### src/rtl/fp_div_pkg.sv
// fp_div_pkg: shared widths, state encoding and IEEE constant helpers for the divide post-normalizer.
package fp_div_pkg;
  localparam int MANT_W = 23;
  localparam int EXP_W = 8;
  typedef enum logic [2:0] {IDLE, NORM, DENORM, ROUND, OUT} state_t;
  function automatic int bias(input int ew);
    return (1 << (ew - 1)) - 1;
  endfunction
  function automatic int exp_max(input int ew);
    return (1 << ew) - 1;
  endfunction
endpackage

### src/rtl/fp_round_rne.sv
// fp_round_rne: round-to-nearest-even increment of a mantissa given guard and sticky.
module fp_round_rne #(
  parameter int W = 24
) (
  input  logic [W-1:0] mant,
  input  logic         g,
  input  logic         s,
  output logic [W-1:0] mant_r,
  output logic         carry,
  output logic         inexact
);
  assign {carry, mant_r} = {1'b0, mant} + (W+1)'(g & (s | mant[0]));
  assign inexact = g | s;
endmodule

### src/rtl/fp_div_normalize.sv
// fp_div_normalize: normalizes, denormalizes, rounds and packs the divider quotient,
// then holds the IEEE result on a valid/ready output.
module fp_div_normalize
  import fp_div_pkg::*;
#(
  parameter int MANT_WIDTH = MANT_W,
  parameter int EXP_WIDTH = EXP_W,
  parameter int Q_WIDTH = MANT_WIDTH + 4
) (
  input  logic                            clk,
  input  logic                            rst,
  input  logic                            in_valid,
  output logic                            in_ready,
  input  logic [Q_WIDTH-1:0]              q_in,
  input  logic [Q_WIDTH-1:0]              r_in,
  input  logic [EXP_WIDTH+1:0]            exp_in,
  input  logic                            sign_in,
  input  logic                            spec_nan,
  input  logic                            spec_inf,
  input  logic                            spec_zero,
  input  logic                            dz_in,
  output logic                            out_valid,
  input  logic                            out_ready,
  output logic [EXP_WIDTH+MANT_WIDTH:0]   result,
  output logic                            flag_ovf,
  output logic                            flag_unf,
  output logic                            flag_inx,
  output logic                            flag_dz
);
  localparam int EW2 = EXP_WIDTH + 2;
  localparam int RW = 1 + EXP_WIDTH + MANT_WIDTH;
  localparam int CW = $clog2(MANT_WIDTH + 4);
  localparam logic signed [EW2-1:0] EMAX = EW2'(exp_max(EXP_WIDTH));
  localparam logic [RW-1:0] INF = {1'b0, {EXP_WIDTH{1'b1}}, {MANT_WIDTH{1'b0}}};
  localparam logic [RW-1:0] QNAN = INF | (RW'(1) << (MANT_WIDTH - 1));
  state_t state, nxt;
  logic [Q_WIDTH-1:0] q, q_n;
  logic signed [EW2-1:0] e, e_n, e_r;
  logic signed [EW2:0] sh;
  logic [CW-1:0] cnt, cnt_n;
  logic sgn, rsticky, sticky, ovf_p, tiny, spec, ovf_r;
  logic [MANT_WIDTH:0] mant_r;
  logic carry, inexact;
  logic [EXP_WIDTH-1:0] e_field;
  assign spec = spec_nan | spec_inf | spec_zero;
  assign in_ready = state == IDLE;
  assign out_valid = state == OUT;
  assign q_n = q[Q_WIDTH-1] ? q : q << 1;
  assign e_n = q[Q_WIDTH-1] ? e : e - EW2'(1);
  // widened by one bit so 1-e cannot wrap for the most negative exponent
  assign sh = (EW2+1)'(1) - (EW2+1)'(e_n);
  assign cnt_n = sh > (EW2+1)'(MANT_WIDTH + 3) ? CW'(MANT_WIDTH + 3) : CW'(sh);
  fp_round_rne #(.W(MANT_WIDTH + 1)) u_round (
    .mant    (q[Q_WIDTH-1:3]),
    .g       (q[2]),
    .s       (|q[1:0] | rsticky | sticky),
    .mant_r  (mant_r),
    .carry   (carry),
    .inexact (inexact)
  );
  assign e_r = e + (carry ? EW2'(1) : EW2'(0));
  assign ovf_r = ovf_p | (e_r >= EMAX);
  assign e_field = e == 0 ? {{(EXP_WIDTH-1){1'b0}}, mant_r[MANT_WIDTH]} : e_r[EXP_WIDTH-1:0];
  always_comb begin
    nxt = state;
    nxt = state == IDLE   ? (in_valid ? (spec ? OUT : NORM) : IDLE) :
          state == NORM   ? (e_n > 0 ? ROUND : DENORM) :
          state == DENORM ? (cnt == CW'(1) ? ROUND : DENORM) :
          state == ROUND  ? OUT :
                            (out_ready ? IDLE : OUT);
  end
  always_ff @(posedge clk or negedge rst)
    if (!rst) state <= IDLE;
    else state <= nxt;
  always_ff @(posedge clk or negedge rst) begin
    if (!rst) begin
      q <= '0;
      e <= '0;
      cnt <= '0;
      sgn <= 1'b0;
      rsticky <= 1'b0;
      sticky <= 1'b0;
      ovf_p <= 1'b0;
      tiny <= 1'b0;
      result <= '0;
      flag_ovf <= 1'b0;
      flag_unf <= 1'b0;
      flag_inx <= 1'b0;
      flag_dz <= 1'b0;
    end else begin
      case (state)
        IDLE: if (in_valid) begin
          q <= q_in;
          e <= exp_in;
          sgn <= sign_in;
          rsticky <= |r_in;
          sticky <= 1'b0;
          ovf_p <= 1'b0;
          tiny <= 1'b0;
          flag_dz <= dz_in;
          if (spec) begin
            result <= spec_nan ? QNAN : {sign_in, spec_inf ? INF[RW-2:0] : (RW-1)'(0)};
            flag_ovf <= 1'b0;
            flag_unf <= 1'b0;
            flag_inx <= 1'b0;
          end
        end
        NORM: begin
          q <= q_n;
          e <= e_n;
          ovf_p <= e_n >= EMAX;
          tiny <= e_n <= 0;
          cnt <= cnt_n;
        end
        DENORM: begin
          q <= q >> 1;
          sticky <= sticky | q[0];
          cnt <= cnt - CW'(1);
          if (cnt == CW'(1)) e <= '0;
        end
        ROUND: begin
          result <= ovf_r ? {sgn, INF[RW-2:0]} : {sgn, e_field, mant_r[MANT_WIDTH-1:0]};
          flag_ovf <= ovf_r;
          flag_inx <= ovf_r | inexact;
          flag_unf <= tiny & inexact;
        end
        default: ;
      endcase
    end
  end
endmodule

### config.mk
export PLATFORM = sky130hd
export DESIGN_NAME = fp_div_normalize
export DESIGN_NICKNAME = d
export VERILOG_FILES = /design/src/rtl/fp_div_pkg.sv /design/src/rtl/fp_round_rne.sv /design/src/rtl/fp_div_normalize.sv
export SDC_FILE = /design/constraint.sdc
export NUM_CORES = 1
export LEC_CHECK = 0
export CAP_MARGIN = 20
export CORE_ASPECT_RATIO = 1.5
export CORE_MARGIN = 2
export CORE_UTILIZATION = 47
export CTS_CLUSTER_DIAMETER = 200
export DETAILED_ROUTE_END_ITERATION = 10
export PLACE_DENSITY = 0.75
export SLEW_MARGIN = 15
export SYNTH_ARGS = -nofsm -noshare
export SYNTH_HDL_FRONTEND = slang
export SYNTH_HIERARCHICAL = 1
export SYNTH_SLANG_ARGS = --single-unit
### constraint.sdc
create_clock -name clk -period 9.1 [get_ports clk]
set_clock_uncertainty 0.15 [all_clocks]
set_input_delay 1.82 -clock clk [delete_from_list [all_inputs] [get_ports clk]]
set_output_delay 1.82 -clock clk [all_outputs]
set_load 0.05 [all_outputs]
# Yosys cells after proc, flatten, opt, wreduce, memory -nomap -nowiden
# Index checks and enable logic that the tools add are counted.
# classes
addsub	5
reduce_logical	16
n_lt_le_gt_ge	5
n_eq_ne	9
mux	35
bitwise_logic	11
# ops
op	n
2-to-1 mux 32 bit	3
one-hot mux 27 bit (3 select lines)	1
one-hot mux 32 bit (2 select lines)	1
2-to-1 mux 31 bit	2
2-to-1 mux 27 bit	2
logical NOT 32 bit	1
2-to-1 mux 10 bit	3
one-hot mux 10 bit (3 select lines)	1
OR reduction 27 bit	1
adder 24 x 25 -> 25 bit	1
AND 1 x 25 -> 25 bit	1
2-to-1 mux 3 bit	7
greater-or-equal comparator 10 x 9 -> 1 bit, second input constant	2
one-hot mux 1 bit (2 select lines)	6
> comparator 11 x 6 -> 1 bit, second input constant	1
subtractor 2 x 10 -> 11 bit, first input constant	1
adder 10 x 2 -> 10 bit	1
> comparator 10 x 1 -> 1 bit, second input constant	1
less-or-equal comparator 10 x 1 -> 1 bit, second input constant	1
one-hot mux 5 bit (2 select lines)	1
subtractor 10 x 2 -> 10 bit, second input constant	1
OR 1 bit	9
AND reduction 3 bit	3
2-to-1 mux 8 bit	1
other kinds (15)	29
# totals
input_bits	73
reg_bits	86

# Depth between registers and ports, before layout
# Gate-level depths: netlist of the first run.
# depth
word_depth	12
depth_mapped	17
mapped_depth_nobuf	15

# By module
# Netlist of the first run, hierarchy kept.
# by_module_without_submodules
module	n_inst	seq_area_each_um2	area_per_inst_um2	cells_per_inst
fp_div_normalize	1	2152.1	4768.3	522
fp_round_rne	1	0.0	467.9	66

# Worst setup path before layout of the first run
# Ideal clock, no wire load.
# synth_timing
path_type	register to register
from	reg q[1]
to	reg result[10]
setup_slack_ns	5.124
n_path_buf	2
t_required_ns	8.883
path_stages_with_launch	18
arrival_ns	3.759
path_cell_list	dfrtp_1 or4_1 o21a_1 ha_1 ha_1 nand4_2 nor4_4 and4_1 ha_1 ha_1 clkbuf_1 nand2_1 o32a_1 o22ai_1 a211o_1 a21oi_1 clkbuf_1 a22o_1
# synth_via
elab_chain_len	12
# synth_lines
item	line	text
start: declaration	fp_div_normalize.sv:37	logic [Q_WIDTH-1:0] q, q_n;
start signal: assignment	fp_div_normalize.sv:93	q <= q_in;
start signal: assignment	fp_div_normalize.sv:109	q <= q_n;
start signal: assignment	fp_div_normalize.sv:116	q <= q >> 1;
OR reduction 2 bit	fp_div_normalize.sv:56	.s (|q[1:0] | rsticky | sticky),
OR 1 bit (2 in a row)	fp_div_normalize.sv:56	
OR 1 bit	fp_round_rne.sv:12	assign {carry, mant_r} = {1'b0, mant} + (W+1)'(g & (s | mant[0]));
AND 1 x 25 -> 25 bit	fp_round_rne.sv:12	
adder 24 x 25 -> 25 bit	fp_round_rne.sv:12	
via carry	fp_div_normalize.sv:43	logic carry, inexact;
2-to-1 mux 1 bit	fp_div_normalize.sv:61	assign e_r = e + (carry ? EW2'(1) : EW2'(0));
adder 10 x 2 -> 10 bit	fp_div_normalize.sv:61	
greater-or-equal comparator 10 x 9 -> 1 bit	fp_div_normalize.sv:62	assign ovf_r = ovf_p | (e_r >= EMAX);
OR 1 bit	fp_div_normalize.sv:62	
2-to-1 mux 31 bit	fp_div_normalize.sv:122	result <= ovf_r ? {sgn, INF[RW-2:0]} : {sgn, e_field, mant_r[MANT_WIDTH-1:0]};
one-hot mux 32 bit (2 select lines)	fp_div_normalize.sv:91	case (state)
end signal: assignment	fp_div_normalize.sv:102	result <= spec_nan ? QNAN : {sign_in, spec_inf ? INF[RW-2:0] : (RW-1)'(0)};
end signal: assignment	fp_div_normalize.sv:122	
end: declaration	fp_div_normalize.sv:24	output logic [EXP_WIDTH+MANT_WIDTH:0] result,
# The timed path passes the listed nets, and every way through them passes these cells.
# A chain may end at the register's enable or synchronous reset.

# Worst setup path in the final report of the first run
# layout_timing
from	reg state[1]
to	out in_ready
# layout_via
elab_chain_len	1
# layout_lines
item	line	text
start: declaration	fp_div_normalize.sv:36	state_t state, nxt;
start signal: assignment	fp_div_normalize.sv:74	else state <= nxt;
logical NOT 3 bit	fp_div_normalize.sv:46	assign in_ready = state == IDLE;
end: declaration	fp_div_normalize.sv:13	output logic in_ready,
# No other way between the ends.

==> impl_metrics.env, run 1 <==
export IMPL_nFillCells=952
export IMPL_ys_seq_area_share_pct=41.10
export IMPL_start_util_pct=47.87
export IMPL_fin_util_pct=61.45
export IMPL_r2r_start="q[1]"
export IMPL_ant_nets=0
export IMPL_cp_required_ns=7.13
export IMPL_cp_startpoint="state[1]"
export IMPL_core_area_mm2=0.01094
export IMPL_die_x_um=90.18
export IMPL_vias_per_cell=6.061
export IMPL_drtIter0Drc=279
export IMPL_end_kind="output pin"
export IMPL_synthArstFlopShare_pct=100.0
export IMPL_ir_drop_mv=0.1965
export IMPL_slew_violations=0
export IMPL_clock_fmax_mhz=230.8
export IMPL_rsz0062_at_grt="no"
export IMPL_hold_path_class="flip-flop to flip-flop"
export IMPL_layout_min_cycle_time_ns=4.333
export IMPL_ctsHtreeMaxLevel=3
export IMPL_hold_ws_ns=0.3297
export IMPL_ctsResizeCount=0
export IMPL_syn_to_final_growth_pct=28.36
export IMPL_io_buffers=110
export IMPL_cp_slowest_stage_delay_ns=0.87
export IMPL_powerDensity_mw_per_mm2=388.0
export IMPL_antenna_diode_count=0
export IMPL_setup_viol=0
export IMPL_fp_dieH_um=133.3
export IMPL_critical_path_cell_chain="or3_1 > inv_1 > clkdlybuf4s50_1"
export IMPL_cts_tree="done"
export IMPL_hold_viol=0
export IMPL_final_layout_size_suffix_gt1_share_pct=5.752
export IMPL_grt_overflow_total=0
export IMPL_cts_setup_buffers=0
export IMPL_startpoint_type="flip-flop"
export IMPL_routed_via_count=5000
export IMPL_outcome="finished, final reports clean"
export IMPL_path_max_fanout=12
export IMPL_clk_pin_slew_worst_paths_ns=0.06
export IMPL_ys_seq_elements=86
export IMPL_cts_buffers=9
export IMPL_syn_nets=670
export IMPL_hp_start="rsticky"
export IMPL_synth_distinct_cells=62
export IMPL_rows=47
export IMPL_final_area_mm2=0.006721
export IMPL_crit_arrival_ns=2.36
export IMPL_period_share_pct=47.61
export IMPL_drc=0
export IMPL_root_buffer="clkbuf_16"
export IMPL_multi_input_area_mm2=0.002870
export IMPL_post_dp_cell_area_mm2=0.006394
export IMPL_cap_violations=0
export IMPL_netlist_instances=588
export IMPL_worst_setup_path_type="flip-flop to output pin"
export IMPL_clock_sinks=86
export IMPL_globalRouteTotalUtil_pct=24.37
export IMPL_synth_edf_count=0
export IMPL_tns_ns=0
export IMPL_seqCellArea_mm2=0.002152
export IMPL_globalplace_congestion=0.9306
export IMPL_total_power_w=0.002608
export IMPL_synth_area_mm2=0.005236
export IMPL_ctsHoldBuffers=0
export IMPL_io_pins=111
export IMPL_clk_latency_ns=0.34
export IMPL_finalNetCount=755
export IMPL_hpwl_mm=10.82
export IMPL_antenna_found_initial=0
export IMPL_clockBufferDepth=2
export IMPL_worst_pin_slew_ns=0.9848
export IMPL_grt_pass1_wl_mm=23.95
export IMPL_yosys_warnings=6
export IMPL_syn_avg_cell_area_um2=8.905
export IMPL_dominantRegCellSynth="dfrtp_1"
export IMPL_wl_per_cell_um=17.81
export IMPL_drt_first_pass_iters=5
export IMPL_dieArea_mm2=0.01202
export IMPL_layout_commonest_cell="clkdlybuf4s50_1"
export IMPL_grt_pass1_vias=4797
export IMPL_layout_common_cells="clkdlybuf4s50_1, dfrtp_1, nor2_1"
export IMPL_p_leak_nw=2.691
export IMPL_relSlewSlack_pct=34.10
export IMPL_grt_max_degree=54
export IMPL_routed_wl_mm=14.70
export IMPL_cp_slowest_cell="clkdlybuf4s50_1"
-- final timing paths --
kind,depth (start not counted),endpoint,slack [ns]
max in group asynchronous,2,result[15],6.50
min reg2reg,2,rsticky,0.33
max,3,in_ready,4.77
min,2,rsticky,0.33
min in group asynchronous,1,q[8],1.29
max reg2reg,15,result[23],4.93
-- area by class of cell --
type                       instances  area share (%)
multi-input combinational        447           42.70
sequential                        86           32.02
timing repair buffer             117           17.18
clock buffer                      10           3.407
tap                              147           2.736
clock inverter                     6           1.284
inverter                          12          0.6701
-- metrics by stage --
step / instances / worst slack [ns]
after floorplan: 588 / 5.124
after global placement: 808 / 5.121
after detailed placement: 808 / 4.985
after CTS: 824 / 4.772
after global routing: 825 / 4.715
final: 825 / 4.767
-- registers in the layout, summed over array words and instances, names as in the netlist, 3 cells and up --
register	flops
state	3
result	32
cnt	5
q	27
e	10
-- metal layers --
| layer | wire length (um) | GRT usage (%) |
|---|---|---|
| met3 | 616 | 3.224 |
| met1 | 5584 | 28.01 |
| met4 | 404 | 9.744 |
| met5 | 0 | 0 |
| met2 | 8089 | 45.45 |
-- critical path, delay by kind of cell, from the launching register on --
kind / cells / cell delay (ns)
AND/OR/NAND/NOR: 1 / 0.50
buffers and inverters: 2 / 1.02
flip-flops: 1 / 0.50
-- Yosys cell counts (all sizes together), types with 4 or more instances --
library cell	instances	share of area [%]
a21oi	30	2.9
a22o	29	4.9
a22oi	31	4.4
a31oi	28	3.3
and3	7	0.84
and4	4	0.67
buf	9	0.96
clkbuf	34	2.4
dfrtp	86	41
ha	9	2.2
inv	12	0.86
nand2	61	4.4
nand2b	6	0.72
nand3	18	1.7
nand4	12	1.6
nor2	63	4.5
nor3	12	1.5
nor4	10	1.8
o21ai	22	2.1
o221ai	5	0.84
o32a	5	0.96
or2	4	0.48
xnor2	29	4.9
xor2	13	2.2
-- where the power goes --
group / leakage, nW / total, W / switching (W) / internal (W)
Clock: 0.152 / 0.000392 / 0.000152 / 0.000240
Combinational: 1.50 / 0.00138 / 0.000843 / 0.000540
Sequential: 1.04 / 0.000834 / 0.000272 / 0.000562
Total: 2.69 / 0.00261 / 0.00127 / 0.00134
-- kinds of logic after synthesis --
logic type      after synthesis  share of synthesized area (%)
compound gates              174                          23.42
xor+xnor                     42                          7.025
fa+ha+maj                     9                          2.151
buf+inv                      55                          4.253
flops                        86                          41.10
mux                           5                          1.004
simple gates                217                          21.05
(Power assumes the default switching activity.)
==> run 2, diff against run 1 <==
- PLACE_DENSITY: 0.75 -> 0.78
- clock period: 9.1 -> 3.8 ns (I/O delays scaled with it)
==> impl_metrics.env, run 2 (synthesis results as in run 1) <==
export IMPL_outcome="finished, final reports clean"
export IMPL_antenna_found_initial=0
export IMPL_io_buffers=110
export IMPL_syn_to_final_growth_pct=32.21
export IMPL_largest_reg_flops=32
export IMPL_drt_first_pass_iters=5
export IMPL_top_regs="result (32), q (27), e (10)"
export IMPL_rows=47
export IMPL_root_buffer="clkbuf_16"
export IMPL_drtIter0Drc=342
export IMPL_io_pins=111
export IMPL_dieArea_mm2=0.01202
export IMPL_nFillCells=914
export IMPL_cp_required_ns=3.88
export IMPL_period_share_pct=97.98
export IMPL_end_kind="flip-flop"
export IMPL_grt_max_degree=70
export IMPL_cap_violations=0
export IMPL_final_area_mm2=0.006923
export IMPL_path_max_fanout=5
export IMPL_antenna_diode_count=0
export IMPL_hold_path_class="flip-flop to flip-flop"
export IMPL_ir_drop_mv=0.5170
export IMPL_rsz0062_at_grt="no"
export IMPL_layout_commonest_cell="clkdlybuf4s50_1"
export IMPL_routed_via_count=5092
export IMPL_startpoint_type="flip-flop"
export IMPL_min_path_cells=2
export IMPL_worst_setup_path_type="flip-flop to flip-flop"
export IMPL_die_x_um=90.18
export IMPL_cp_slowest_cell="or4_4"
export IMPL_relSlewSlack_pct=29.63
export IMPL_r2r_setup_slack_ns=0.08
export IMPL_cts_buffers=9
export IMPL_ctsHtreeMaxLevel=3
export IMPL_dp_slack_ns=-0.07201
export IMPL_post_dp_cell_area_mm2=0.006523
export IMPL_grt_pass1_wl_mm=23.69
export IMPL_tns_ns=0
export IMPL_cp_common_cell="ha_2"
export IMPL_hold_viol=0
export IMPL_cp_slowest_stage_delay_ns=0.54
export IMPL_layout_common_cells="clkdlybuf4s50_1, dfrtp_1, nor2_1"
export IMPL_clockBufferDepth=2
export IMPL_layout_min_cycle_time_ns=3.723
export IMPL_core_area_mm2=0.01094
export IMPL_rr_worst_depth=15
export IMPL_ant_nets=0
export IMPL_grt_overflow_total=0
export IMPL_setup_viol=0
export IMPL_top_register="result"
export IMPL_p_leak_nw=2.765
export IMPL_final_layout_size_suffix_gt1_share_pct=9.599
export IMPL_slew_violations=0
export IMPL_grt_pass1_vias=4890
export IMPL_worst_pin_slew_ns=1.055
export IMPL_start_util_pct=47.87
export IMPL_crit_arrival_ns=3.80
export IMPL_finalNetCount=775
export IMPL_worst_slack_ns=0.07667
export IMPL_cts_tree="done"
export IMPL_fin_util_pct=63.29
export IMPL_hold_ws_ns=0.3362
export IMPL_clock_fmax_mhz=268.6
export IMPL_drc=0
export IMPL_globalplace_congestion=0.9264
export IMPL_clk_pin_slew_worst_paths_ns=0.06
export IMPL_clock_sinks=86
export IMPL_ctsHoldBuffers=0
export IMPL_critical_path_cell_chain="or4_4 > o21a_1 > ha_2 > ha_4 > nand4_4 > nor4_4 > and4_1 > ha_2 > buf_4 > nand3_2 > xor2_1 > nor4_1 > a211o_1 > and3_4 > o32a_1"
export IMPL_wl_per_cell_um=17.36
export IMPL_globalRouteTotalUtil_pct=24.25
export IMPL_hpwl_mm=10.81
export IMPL_fp_dieH_um=133.3
export IMPL_clk_latency_ns=0.34
export IMPL_routed_wl_mm=14.67
export IMPL_powerDensity_mw_per_mm2=916.0
export IMPL_vias_per_cell=6.026
==> run 2: changes by cell type in the layout (fill, tap and decap cells not counted), sizes merged <==
cell / before / now
buf: 8 / 28
bufinv: 2 / 1
clkinv: 3 / 2
clkinvlp: 1 / 3
==> run 2: metrics by stage <==
step / total power, W / std cells
6_report: 0.006341 / 845
5_1_grt: 0.006736 / 845
4_1_cts: 0.006293 / 843
3_5_place_dp: 0.005359 / 822
3_3_place_gp: 0.005248 / 822
2_1_floorplan: 0.004301 / 588
==> run 2: layout make-up <==
type / count / area [um^2] / area share, %
multi-input combinational: 447 / 2933 / 42.36
clock inverter: 6 / 62.56 / 0.9037
timing repair buffer: 137 / 1318 / 19.03
inverter: 12 / 45.04 / 0.6506
tap: 147 / 183.9 / 2.657
sequential: 86 / 2152 / 31.09
clock buffer: 10 / 229.0 / 3.307
==> run 2: final timing paths <==
kind,from,endpoint
max reg2reg,q[1],result[24]
min in group asynchronous,rst,q[8]
min,rsticky,rsticky
max,q[1],result[24]
min reg2reg,rsticky,rsticky
max in group asynchronous,rst,cnt[3]
==> run 2: what timing repair did <==
| action | 4_1_cts | 5_1_grt |
|---|---|---|
| setup endpoints to repair | 27 | 28 |
| setup buffers | 5 | 1 |
| hold endpoints to repair | 0 | 0 |
| resized for setup | 5 | 4 |
| pin swaps | 1 | 6 |
==> run 2: worst max-delay path, delay by kind of cell (launching register included) <==
| kind | cells | cell delay, ns |
|---|---|---|
| AO/OA/AOI/OAI | 3 | 0.88 |
| AND/OR/NAND/NOR | 7 | 1.29 |
| buffers and inverters | 1 | 0.15 |
| flip-flops | 1 | 0.38 |
| adder cells (fa/ha/maj) | 3 | 0.56 |
| XOR/XNOR | 1 | 0.21 |
==> run 2: metal layers <==
metal  global-route usage [%]  vias to the layer above  part of all wire, %
met1                    26.97                     2493                   37
met3                    3.676                       43                  4.6
met2                    44.90                      177                   55
met5                        0                        -                    0
met4                    11.79                        0                  3.5
li1                         -                     2379                    -
==> run 2: power breakdown <==
group          switching (W)  internal, W
logic                0.00210      0.00141
clock network       0.000363     0.000507
registers           0.000612      0.00135
total                0.00307      0.00327
